File: config.mk
export PLATFORM = sky130hd
export DESIGN_NAME = ddr5_cmd_receiver
export DESIGN_NICKNAME = d
export VERILOG_FILES = /design/src/rtl/ddr5_cmd_receiver.sv
export SDC_FILE = /design/constraint.sdc
export NUM_CORES = 1
export LEC_CHECK = 0
export CELL_PAD_IN_SITES_DETAIL_PLACEMENT = 0
export CELL_PAD_IN_SITES_GLOBAL_PLACEMENT = 1
export CORE_UTILIZATION = 45
export DETAILED_ROUTE_END_ITERATION = 12
export GPL_TIMING_DRIVEN = 0
export MAX_ROUTING_LAYER = met4
export PLACE_DENSITY_LB_ADDON = 0.1
export SLEW_MARGIN = 40
export SYNTH_ARGS = -nofsm -noshare
export SYNTH_HDL_FRONTEND = slang
export SYNTH_SLANG_ARGS = --single-unit
File: constraint.sdc
create_clock -name clock -period 5 [get_ports clock]
set_input_delay 0.5 -clock clock [delete_from_list [all_inputs] [get_ports clock]]
set_output_delay 0.5 -clock clock [all_outputs]
set_load 0.02 [all_outputs]
File: src/rtl/ddr5_cmd_receiver.sv
// DDR5 two-cycle command decoder: per-bank open/timer tracking, protocol and timing
// error reporting, and fixed-latency read/write response delay lines.

module ddr5_bank_timer #(
    parameter int TW = 5
) (
    input  logic          clock,
    input  logic          reset,
    input  logic          load,
    input  logic [TW-1:0] load_val,
    output logic          busy
);
    logic [TW-1:0] cnt;

    always_ff @(posedge clock) begin
        if (reset)           cnt <= '0;
        else if (load)       cnt <= load_val;
        else if (cnt != '0)  cnt <= cnt - TW'(1);
    end

    assign busy = (cnt != '0);
endmodule

module ddr5_cmd_receiver #(
    parameter int TRCD = 4,
    parameter int TRP  = 4,
    parameter int TRFC = 16,
    parameter int TCL  = 6,
    parameter int TCWL = 4
) (
    input  logic        clock,
    input  logic        reset,
    input  logic        cmd_valid,
    input  logic [2:0]  cmd,
    input  logic [2:0]  bank_group,
    input  logic [1:0]  bank,
    input  logic [15:0] row,
    input  logic [9:0]  col,
    output logic [31:0] open_mask,
    output logic        rd_valid,
    output logic [2:0]  rd_bank_group,
    output logic [1:0]  rd_bank,
    output logic [15:0] rd_row,
    output logic [9:0]  rd_col,
    output logic        wr_ack,
    output logic [2:0]  wr_bank_group,
    output logic [1:0]  wr_bank,
    output logic        err_valid,
    output logic [2:0]  err_code
);
    localparam int TMAX = (TRFC > TRCD) ? ((TRFC > TRP) ? TRFC : TRP)
                                        : ((TRCD > TRP) ? TRCD : TRP);
    localparam int TW = $clog2(TMAX + 1);

    localparam logic [2:0] ACT0 = 3'd0, ACT1 = 3'd1, RD0 = 3'd2, RD1 = 3'd3,
                           WR0  = 3'd4, WR1  = 3'd5, PRE = 3'd6, REF = 3'd7;

    typedef enum logic [1:0] {IDLE, WAIT_ACT1, WAIT_RD1, WAIT_WR1} state_t;
    typedef struct packed {
        logic [2:0]  bg;
        logic [1:0]  bank;
        logic [15:0] row;
        logic [9:0]  col;
    } rd_resp_t;
    typedef struct packed {
        logic [2:0] bg;
        logic [1:0] bank;
    } wr_resp_t;

    state_t        state, state_nxt;
    logic [2:0]    lat_bg, second_cmd, err_nxt;
    logic [1:0]    lat_bank;
    logic [15:0]   lat_row;
    logic [9:0]    lat_col;
    logic [4:0]    idx, lat_idx;
    logic [15:0]   row_mem [32];
    logic [31:0]   busy, tmr_load;
    logic [TW-1:0] tmr_val;
    logic          capture, do_act1, do_rd1, do_wr1, do_pre, do_ref, err_now;

    logic [TCL:1]             rd_vld_pipe;
    rd_resp_t [TCL:1]         rd_pipe;
    logic [TCWL:1]            wr_vld_pipe;
    wr_resp_t [TCWL:1]        wr_pipe;

    assign idx     = {bank_group, bank};
    assign lat_idx = {lat_bg, lat_bank};

    always_comb begin
        case (state)
            WAIT_ACT1: second_cmd = ACT1;
            WAIT_RD1:  second_cmd = RD1;
            default:   second_cmd = WR1;
        endcase
    end

    always_comb begin
        state_nxt = state;
        capture   = 1'b0;
        do_act1   = 1'b0;
        do_rd1    = 1'b0;
        do_wr1    = 1'b0;
        do_pre    = 1'b0;
        do_ref    = 1'b0;
        err_now   = 1'b0;
        err_nxt   = 3'd0;
        case (state)
            IDLE: if (cmd_valid) begin
                case (cmd)
                    ACT0: begin
                        if (open_mask[idx])  begin err_now = 1'b1; err_nxt = 3'd2; end
                        else if (busy[idx])  begin err_now = 1'b1; err_nxt = 3'd5; end
                        else begin capture = 1'b1; state_nxt = WAIT_ACT1; end
                    end
                    RD0, WR0: begin
                        if (!open_mask[idx]) begin err_now = 1'b1; err_nxt = 3'd3; end
                        else if (busy[idx])  begin err_now = 1'b1; err_nxt = 3'd4; end
                        else begin
                            capture   = 1'b1;
                            state_nxt = (cmd == RD0) ? WAIT_RD1 : WAIT_WR1;
                        end
                    end
                    // PRE to a closed bank is a silent no-op and leaves its timer alone
                    PRE: do_pre = open_mask[idx];
                    REF: begin
                        if (|open_mask) begin err_now = 1'b1; err_nxt = 3'd6; end
                        else do_ref = 1'b1;
                    end
                    default: begin err_now = 1'b1; err_nxt = 3'd1; end
                endcase
            end
            default: begin
                state_nxt = IDLE;
                if (cmd_valid && cmd == second_cmd && idx == lat_idx) begin
                    do_act1 = (state == WAIT_ACT1);
                    do_rd1  = (state == WAIT_RD1);
                    do_wr1  = (state == WAIT_WR1);
                end else begin
                    err_now = 1'b1;
                    err_nxt = 3'd1;
                end
            end
        endcase
    end

    always_ff @(posedge clock) begin
        if (reset) begin
            state     <= IDLE;
            open_mask <= '0;
            err_valid <= 1'b0;
            err_code  <= 3'd0;
            lat_bg    <= '0;
            lat_bank  <= '0;
            lat_row   <= '0;
            lat_col   <= '0;
        end else begin
            state     <= state_nxt;
            err_valid <= err_now;
            if (err_now) err_code <= err_nxt;
            if (capture) begin
                lat_bg   <= bank_group;
                lat_bank <= bank;
                if (cmd == ACT0) lat_row <= row;
                else             lat_col <= col;
            end
            if (do_act1) open_mask[lat_idx] <= 1'b1;
            if (do_pre)  open_mask[idx]     <= 1'b0;
        end
    end

    always_ff @(posedge clock) begin
        if (do_act1) row_mem[lat_idx] <= lat_row;
    end

    always_comb begin
        tmr_val = do_ref ? TW'(TRFC) : (do_act1 ? TW'(TRCD) : TW'(TRP));
    end

    for (genvar i = 0; i < 32; i++) begin : g_bank
        assign tmr_load[i] = do_ref | (do_act1 && lat_idx == 5'(i)) | (do_pre && idx == 5'(i));
        ddr5_bank_timer #(.TW(TW)) u_tmr (
            .clock    (clock),
            .reset    (reset),
            .load     (tmr_load[i]),
            .load_val (tmr_val),
            .busy     (busy[i])
        );
    end

    // Payloads enter as zero when idle so the response buses stay quiet after reset
    always_ff @(posedge clock) begin
        if (reset) begin
            rd_vld_pipe <= '0;
            rd_pipe     <= '0;
            wr_vld_pipe <= '0;
            wr_pipe     <= '0;
        end else begin
            rd_vld_pipe[1] <= do_rd1;
            rd_pipe[1]     <= do_rd1 ? {lat_bg, lat_bank, row_mem[lat_idx], lat_col} : '0;
            for (int i = 2; i <= TCL; i++) begin
                rd_vld_pipe[i] <= rd_vld_pipe[i-1];
                rd_pipe[i]     <= rd_pipe[i-1];
            end
            wr_vld_pipe[1] <= do_wr1;
            wr_pipe[1]     <= do_wr1 ? {lat_bg, lat_bank} : '0;
            for (int i = 2; i <= TCWL; i++) begin
                wr_vld_pipe[i] <= wr_vld_pipe[i-1];
                wr_pipe[i]     <= wr_pipe[i-1];
            end
        end
    end

    assign rd_valid      = rd_vld_pipe[TCL];
    assign rd_bank_group = rd_pipe[TCL].bg;
    assign rd_bank       = rd_pipe[TCL].bank;
    assign rd_row        = rd_pipe[TCL].row;
    assign rd_col        = rd_pipe[TCL].col;
    assign wr_ack        = wr_vld_pipe[TCWL];
    assign wr_bank_group = wr_pipe[TCWL].bg;
    assign wr_bank       = wr_pipe[TCWL].bank;
endmodule

Word-level counts from Yosys, hierarchy flattened
Memories as Yosys holds them, arrays and structs flattened. A register that Yosys moved wholly into a read port is not among the register bits.
Cells that the tools add are included.
{"block": "word_totals", "register_bits": 429, "ramBits": 512, "output_inout_bits": 74, "elab_cells": 522, "mem_count": 1}
{"name": "row_mem", "depth": 32, "word_bits": 16, "rd": 1, "rd_clocked_by_memory_dff": 1, "wr": 1, "line": "76", "source": "logic [15:0] row_mem [32];"}
{"block": "op_classes", "add_sub_neg": 32, "order_cmp": 4, "eq_ne": 75, "mux": 121, "bitwise_logic": 71, "reduce_logical": 145}
{"cell": "$mux 5", "n": 65}
{"cell": "$eq 5x5->1 const B", "n": 32}
{"cell": "$reduce_bool 5->1", "n": 32}
{"cell": "$sub 5x1->5 const B", "n": 32}
{"cell": "$mux 32", "n": 3}
{"cell": "$eq 5x4->1 const B", "n": 16}
{"cell": "$logic_and 1x1->1", "n": 68}
{"cell": "$reduce_bool 2->1", "n": 33}
{"cell": "$or 1x1->1", "n": 64}
{"cell": "$eq 5x3->1 const B", "n": 8}
{"cell": "$mux 1", "n": 33}
{"cell": "$and 32x32->32", "n": 1}
{"cell": "$not 32->32", "n": 1}
{"cell": "$or 32x32->32", "n": 1}
{"cell": "$reduce_or 32->1", "n": 1}
{"cell": "$mux 3", "n": 7}
{"cell": "$eq 5x2->1 const B", "n": 4}
{"cell": "$lt 5x6->1 const B", "n": 2}
{"cell": "$pmux 3 s4", "n": 1}
{"cell": "$bmux 1 s5", "n": 2}
{"cell": "$demux 1 s5", "n": 2}
{"cell": "$eq 5x1->1 const B", "n": 2}
{"cell": "$ge 5x1->1 const B", "n": 2}
{"cell": "$logic_not 5->1", "n": 2}
{"cell": "18 further kinds", "n": 34}

Longest topological paths before layout
Gate-level depths: netlist of run 1.
{"block": "logic_depth", "word_depth": 11, "ltp_mapped": 14, "depth_no_buf": 11}

By module
From an unflattened synthesis of run 1, not the netlist that was laid out.
{"block": "unflattened", "hier_cells": 2803, "area_unflattened_um2": 38639.6}
{"mod": "ddr5_cmd_receiver", "n_inst": 1, "cells_each": 1715, "area_per_inst_um2": 29550.8, "seq_area_each_um2": 21080.2}
{"mod": "ddr5_bank_timer", "n_inst": 32, "cells_each": 34, "area_per_inst_um2": 284.0, "seq_area_each_um2": 100.1}

Worst setup path before layout of run 1
Ideal clock, no wire load.
{"block": "synth_path", "kind": "input port to flip-flop", "startpoint": "input port bank[0]", "endpoint": "register g_bank[0].u_tmr.cnt[3]", "setup_ps": 140, "t_arrival_ps": 3745, "required_ps": 4860, "setup_slack_ps": 1115, "path_stages": 12, "n_path_buf": 3, "cell_sequence": "buf_4 > clkbuf_1 > buf_2 > xor2_1 > nor4_1 > nand2_1 > nor3b_2 > nand2_1 > nor3_1 > a21oi_1 > nand2_1 > nor3_1"}
{"block": "synth_via", "elab_chain_len": 8}
{"item": "from (decl)", "line": "36", "source": "input logic [1:0] bank,"}
{"item": "$bmux 1 s5 / $eq 5x5->1 (equally long branches)", "line": "124, 134"}
{"item": "$mux 1 (implied by the code) / $logic_and 1x1->1 (equally long branches)", "line": "124, 134"}
{"item": "$mux 1, on equally long branches", "line": "109, 134"}
{"item": "$mux 1, on equally long branches", "line": "108, 107"}
{"item": "$mux 1 / $logic_and 1x1->1 (equally long branches)", "line": "107, 180"}
{"item": "$logic_and 1x1->1 / $or 1x1->1 (equally long branches)", "line": "180", "source": "assign tmr_load[i] = do_ref | (do_act1 && lat_idx == 5'(i)) | (do_pre && idx == 5'(i));"}
{"item": "$or 1x1->1 *", "line": "180"}
{"item": "$mux 5 / $reduce_bool 2->1 (equally long branches)"}
{"item": "to (signal assigned)", "line": "17", "source": "else if (load) cnt <= load_val;"}
{"item": "to (signal assigned)", "line": "18", "source": "else if (cnt != '0) cnt <= cnt - TW'(1);"}
{"item": "to (decl)", "line": "13", "source": "logic [TW-1:0] cnt;"}
Every way passes the cells marked *; elsewhere a longest branch is shown, timed or not. The select of a mux whose other input is x is not followed.
A chain may end at the register's enable or synchronous reset.

Final worst setup path of run 1
{"block": "layout_path", "startpoint": "input port bank_group[1]", "endpoint": "memory row_mem[12][3] (enable)"}
{"block": "layout_via", "elab_chain_len": 6}
{"item": "from (decl)", "line": "35", "source": "input logic [2:0] bank_group,"}
{"item": "$eq 5x5->1", "line": "134", "source": "if (cmd_valid && cmd == second_cmd && idx == lat_idx) begin"}
{"item": "$logic_and 1x1->1", "line": "134"}
{"item": "$mux 1", "line": "134"}
{"item": "$mux 1", "line": "107", "source": "case (state)"}
{"item": "$mux 1", "line": "172", "source": "if (do_act1) row_mem[lat_idx] <= lat_row;"}
{"item": "$mux 1 (implied by the code)", "line": "172"}
{"item": "to (decl)", "line": "76"}
No other way between the ends.

==> results.toml, run 1 <==
[status]
status = "finished, final reports clean"

[pwr]
clkPwrFrac_pct = 35.6
switching_share_pct = 27.6
leakagePower_uw = 0.0171
p_int_uw = 14800
power_density_nw_per_um2 = 465
p_switching_uw = 5660
peakVddDrop_v = 0.000264
power.combinational.fraction_pct = 19.3
finalPower_uw = 20500
power.share.sequential_pct = 45.1

[worst_setup_path]
cp_slowest_cell = "clkdlybuf4s50_1"
cp.required_ps = 5350
crit_family = "buffers and inverters"
rrSetupSlack_ps = 1030
arrival_ps = 5090
worstSetupStartpointType = "input port"
worstPathCellList = "clkdlybuf4s50_1 -> clkbuf_1 -> clkbuf_1 -> xor2_1 -> nor4_1 -> nand2_1 -> nor3b_4 -> nand2_1 -> nor3_2 -> buf_2 -> buf_2"
cp.buffers_inverters = 5
r2r_start = "open_mask[9]$_SDFF_PP0_"
path_class = "in2reg"
crit_path_max_fanout = 10
reg2reg_depth = 10
endpoint_kind = "flip-flop"
r2r-end = "g_bank[14].u_tmr.cnt[2]$_SDFFE_PP0P_"
critical_path.max_stage_delay_ps = 670

[worst_hold_path]
hp-class = "in2reg"
min_from = "cmd[0]"
whs_endpoint = "state[0]$_SDFFE_PP0P_"
hold_depth = 2

[sta]
rsz0062_at_grt = "false"
finalMaxSlewViolations = 0
post-route-period-util_pct = 94.7
fmax_mhz = 211
setup_slack_ps = 267
hold_violations = 0
worst_hold_slack_ps = 370
relSlewSlack_pct = 39.3
post-route-min-period_ps = 4730
skew_ps = 31.9
setup_viol_count_final = 0
worst_slew_pin_slew_ps = 910
fin_tns_setup_ps = 0

[floorplan]
io_pins = 111
core_area_um2 = 82200
rows = 105
die_w_um = 290
initial_utilization_pct = 45.5
fp.dieArea_um2 = 84300
die_y_um = 290

[synth]
ys.warnings.count = 0
synthFlopType = "edfxtp_1"
synth_cell_type_count = 63
synth_area_um2 = 37400
synthArstFlopShare_pct = 0
synthCells = 2687
syn_nets = 2793
yosysTopAreaCell = "edfxtp_1"
synth-edff-count = 512
ys_ff_latch = 957
yosys.area.top_type_share_pct = 41.1
synth_area_per_cell_um2 = 13.9
ys_seq_area_share_pct = 64.9
synth_top_cells_by_area = "edfxtp_1 (41%), dfxtp_1 (24%), mux4_2 (10%)"

[global_route]
grtUsageTotal_pct = 24.3
grt_max_degree = 34
antenna_found_initial = 0
grt_pass1_vias = 22700
grt_pass1_wl_mm = 147
grt-ovfl-total = 0

[clock_network]
postCtsSetupBuffers = 0
hold_buffers = 0
clock-sinks = 957
cts_resized = 0
cts_root_buf = "clkbuf_16"
clkSlewWorstSetupHoldPaths_ps = 60
numCtsBuffers = 98
htreeDepth = 3
cts.path.max_buffers = 3
clock_latency_ps = 670
cts_tree = "done"

[place]
place_inst = 3907
hpwlAfterDp_mm = 71.0
gp_congestion = 0.919
pre_cts_ws_ps = -519
port_buffers = 108

[drt]
ant_nets = 0
vias = 22800
wl_per_cell_um = 24.1
viasPerCell = 5.57
firstDrtPassIters = 5
routed_wl_mm = 98.4
drc = 0
drtIter0Drc = 1877

[layout]
drive_gt1_share_pct = 17.5
area_growth_pct = 17.8
layout.nets = 3043
final_cells = 4089
diodes = 0

[job]
drv_cap = 0
-- cell usage after synthesis, drive strengths merged (7+ instances only) --
library cell    n
edfxtp        512
dfxtp         445
nor2          239
nor2b         204
nand2         191
mux4          169
nor3          103
xnor2         100
a21oi          95
clkbuf         88
inv            79
buf            69
ha             69
a211oi         35
and3           34
mux2i          33
nor4b          27
o211a          26
or4b           23
a41oi          21
nor4           15
xor2           12
nand3           8
nor3b           8
a21o            7
nand2b          7
o22ai           7
-- flip-flops by register name, indices dropped and copies added (netlist names), 4 cells and up --
register / flops
wr_pipe: 15
rd_col: 10
g_bank.u_tmr.cnt: 160
open_mask: 32
lat_row: 16
rd_pipe: 155
rd_vld_pipe: 6
rd_row: 16
row_mem: 512
wr_vld_pipe: 4
lat_col: 10
-- cells by family (layout without fill, tap and decap cells) --
kind of cell	Yosys count	in the layout	synth area share (%)
flops	957	957	64.9
simple gates	889	889	12.2
buf+inv	237	569	2.82
compound gates	220	220	4.08
mux	203	203	11.1
xor+xnor	112	112	2.62
fa+ha+maj	69	69	2.31
-- through the flow --
step	instance area, um2	util (%)
after floorplan	37400	-
after global placement	39800	48.4
after detailed placement	40800	49.6
after CTS	44000	53.6
after global routing	44100	53.6
final	44100	53.6
-- cells in the final DEF (no fill, tap or decap), drive strengths merged, types with 34 or more instances in the layout --
master / n
edfxtp: 512
dfxtp: 445
nor2: 239
clkbuf: 218
nor2b: 204
nand2: 191
mux4: 169
buf: 111
clkdlybuf4s50: 108
nor3: 103
xnor2: 100
a21oi: 95
inv: 84
ha: 69
clkinv: 39
a211oi: 35
and3: 34
-- metal layers --
layer  track usage, %  wire length [um]  vias up
li1                 -                 -    10300
met1             32.4             42000    11600
met4             6.19              1930        0
met5                -                 0        -
met3             3.46              6780      135
met2             39.3             47700      779
-- power groups by stage --
stage | Sequential, uW | Clock [uW] | Combinational (uW)
finish | 9240 | 7300 | 3970
global route | 9300 | 7780 | 4450
CTS | 9220 | 7450 | 3960
detailed placement | 9380 | 0 | 3930
global placement | 9330 | 0 | 3690
floorplan | 9260 | 0 | 3060
-- layout make-up --
class / instances / area, um2
tap: 1070 / 1340
inverter: 80 / 300
sequential: 957 / 24300
clock inverter: 52 / 526
multi-input combinational: 1493 / 12400
fill: 6762 / 38200
clock buffer: 130 / 2710
timing repair buffer: 150 / 1690
buffer: 157 / 795
-- how the worst max path moves through the flow --
| stage | start | cells after the start | slack, ps | end |
|---|---|---|---|---|
| after floorplan | bank[0] | 12 | 1120 | g_bank[0].u_tmr.cnt[3]$_SDFFE_PP0P_ |
| after global placement | bank_group[1] | 12 | -2700 | g_bank[0].u_tmr.cnt[3]$_SDFFE_PP0P_ |
| after detailed placement | bank_group[1] | 11 | -520 | row_mem[12][5]$_DFFE_PP_ |
| after CTS | bank_group[1] | 11 | 160 | row_mem[12][3]$_DFFE_PP_ |
| after global routing | bank_group[1] | 13 | 110 | g_bank[27].u_tmr.cnt[3]$_SDFFE_PP0P_ |
| final | bank_group[1] | 11 | 270 | row_mem[12][3]$_DFFE_PP_ |
Note: power is estimated with default switching activity, not from simulation.
==> run 2: changes to the inputs <==
Settings changed: SLEW_MARGIN 40 to not set, SYNTH_HIERARCHICAL set to 1.
==> results.toml, run 2 <==
[clock_network]
cts_root_buf = "clkbuf_16"
clock_latency_ps = 680
clkSlewWorstSetupHoldPaths_ps = 60
htreeDepth = 3
cts.path.max_buffers = 3
numCtsBuffers = 101
cts_tree = "done"
postCtsSetupBuffers = 0
clock-sinks = 957

[job]
drv_cap = 0

[floorplan]
core_area_um2 = 85100
initial_utilization_pct = 45.4
fp.dieArea_um2 = 87000
die_y_um = 295
rows = 107
io_pins = 111
die_w_um = 295

[synth]
synth-edff-count = 512
ys_seq_area_share_pct = 62.8
yosysTopAreaCell = "edfxtp_1"
ys.warnings.count = 6
synthFlopType = "edfxtp_1"
synth_area_um2 = 38600
ys_ff_latch = 957
synth_cell_type_count = 60
synthArstFlopShare_pct = 0
yosysMostFrequentCell = "edfxtp_1"
ys_top_cells_by_count = "edfxtp_1 (512), dfxtp_1 (445), inv_1 (236)"
yosys.area.top_type_share_pct = 39.8
synth_top_cells_by_area = "edfxtp_1 (40%), dfxtp_1 (23%), mux4_2 (9.5%)"
synth_area_per_cell_um2 = 13.8
synthCells = 2803

[sta]
fmax_mhz = 210
worst_hold_slack_ps = 228
setup_viol_count_final = 0
finalMaxSlewViolations = 0
post-route-period-util_pct = 95.3
skew_ps = 38.7
rsz0062_at_grt = "true"
relSlewSlack_pct = 8.15
worst_slew_pin_slew_ps = 1380
post-route-min-period_ps = 4770
hold_violations = 0
fin_tns_setup_ps = 0

[drt]
firstDrtPassIters = 5
drc = 0
wl_per_cell_um = 22.9
vias = 24100
drtIter0Drc = 1851
viasPerCell = 5.51
ant_nets = 0
routed_wl_mm = 100

[global_route]
grtUsageTotal_pct = 23.8
antenna_found_initial = 2
grt_pass1_wl_mm = 149
grt_max_degree = 165
grt_pass1_vias = 24000
grt-ovfl-total = 0

[worst_setup_path]
cp.required_ps = 5520
arrival_ps = 5290
rrSetupSlack_ps = 470
endpoint_kind = "flip-flop"
worstSetupStartpointType = "input port"
crit_path_max_fanout = 10
path_class = "in2reg"

[pwr]
leakagePower_uw = 0.0170
clkPwrFrac_pct = 38.8
p_switching_uw = 5270
switching_share_pct = 26.2
power.combinational.fraction_pct = 15.8
p_int_uw = 14800
power_density_nw_per_um2 = 440
finalPower_uw = 20100
peakVddDrop_v = 0.000279
power.share.sequential_pct = 45.4

[place]
gp_congestion = 0.887
port_buffers = 105
hpwlAfterDp_mm = 69.6

[layout]
top_regs = "row_mem (512), g_bank.u_tmr/cnt (160), rd_pipe (155)"
register_area_um2 = 24300
largest_register_ff_count = 512
fillers = 7111
area_growth_pct = 18.3
multi_input_area_um2 = 13200
fin_util_pct = 53.7
top_register = "row_mem"
layout.nets = 3213
final_cell_mix = "edfxtp_1 (512), dfxtp_1 (445), inv_1 (235)"
final_common_cell = "edfxtp_1"
drive_gt1_share_pct = 15.1

[worst_hold_path]
hp-class = "in2reg"

[status]
status = "finished, final reports clean"
==> run 2: cell families (layout without fill, tap and decap cells) <==
kind of cell	after synthesis	after routing	synth area share, %
multiplexers	236	236	11.5
buffers and inverters	376	703	4.14
other	1	98	0.00971
AND/OR/NAND/NOR	834	834	13.0
adder cells (fa/ha/maj)	37	37	1.20
flip-flops	957	957	62.8
AO/OA/AOI/OAI	322	322	6.38
XOR/XNOR	40	40	0.907
==> run 2: through the flow <==
stage	instance area (um2)	instances	setup WS, ps
floorplan	39000	2898	1130
global placement	41500	4147	-3520
detailed placement	42200	4180	-519
CTS	45700	4369	198
global route	45700	4370	-24.3
finish	45700	4371	234
==> run 2: cell type report <==
type | count | share of cell area [%]
Clock inverter | 60 | 1.72
Inverter | 236 | 1.94
Tap cell | 1144 | 3.13
Antenna cell | 2 | 0.0109
Clock buffer | 129 | 5.94
Timing Repair Buffer | 138 | 3.69
Buffer | 140 | 1.57
Multi-Input combinational cell | 1565 | 28.9
Sequential cell | 957 | 53.1
==> run 2: timing repair <==
action	in CTS	in global routing
hold buffers	0	0
setup endpoints to repair	0	6
gates resized for setup	0	2
==> run 2: layer usage <==
metal  GRT usage (%)  vias up  share of wire, %
li1                -    11000                 -
met1            30.6    12100                42
met2            38.5      707                49
met3            4.29      172               6.4
met4            7.47        0               3.0
met5               -        -                 0
==> run 2: final timing paths <==
path / end / cells past startpoint / startpoint
worst min-delay path: g_bank[13].u_tmr/cnt[4]$_SDFFE_PP0P_ / 2 / reset
worst max-delay path: g_bank[6].u_tmr/cnt[0]$_SDFFE_PP0P_ / 13 / bank_group[0]
worst min register to register: rd_pipe[58]$_SDFF_PP0_ / 1 / rd_pipe[27]$_SDFF_PP0_
worst max register to register: g_bank[14].u_tmr/cnt[4]$_SDFFE_PP0P_ / 8 / lat_bg[0]$_SDFFE_PP0P_
==> run 2: critical path, cell delays in order <==
cell and delay [ps]:
clkdlybuf4s50_1 560, buf_2 310, nand3_1 200, o221ai_1 320
o22ai_1 190, a221oi_4 690, nand4_1 440, nor3b_4 630
nand2_1 250, o211ai_1 550, inv_1 310, nand3_1 180
o221ai_1 140
==> run 2: power groups by stage <==
stage | clock [uW] | sequential [uW] | combinational (uW)
after floorplan | 0 | 9180 | 2420
after global placement | 0 | 9260 | 3040
after detailed placement | 0 | 9280 | 3180
after CTS | 7970 | 9120 | 3210
after global routing | 8270 | 9180 | 3540
final | 7800 | 9120 | 3170
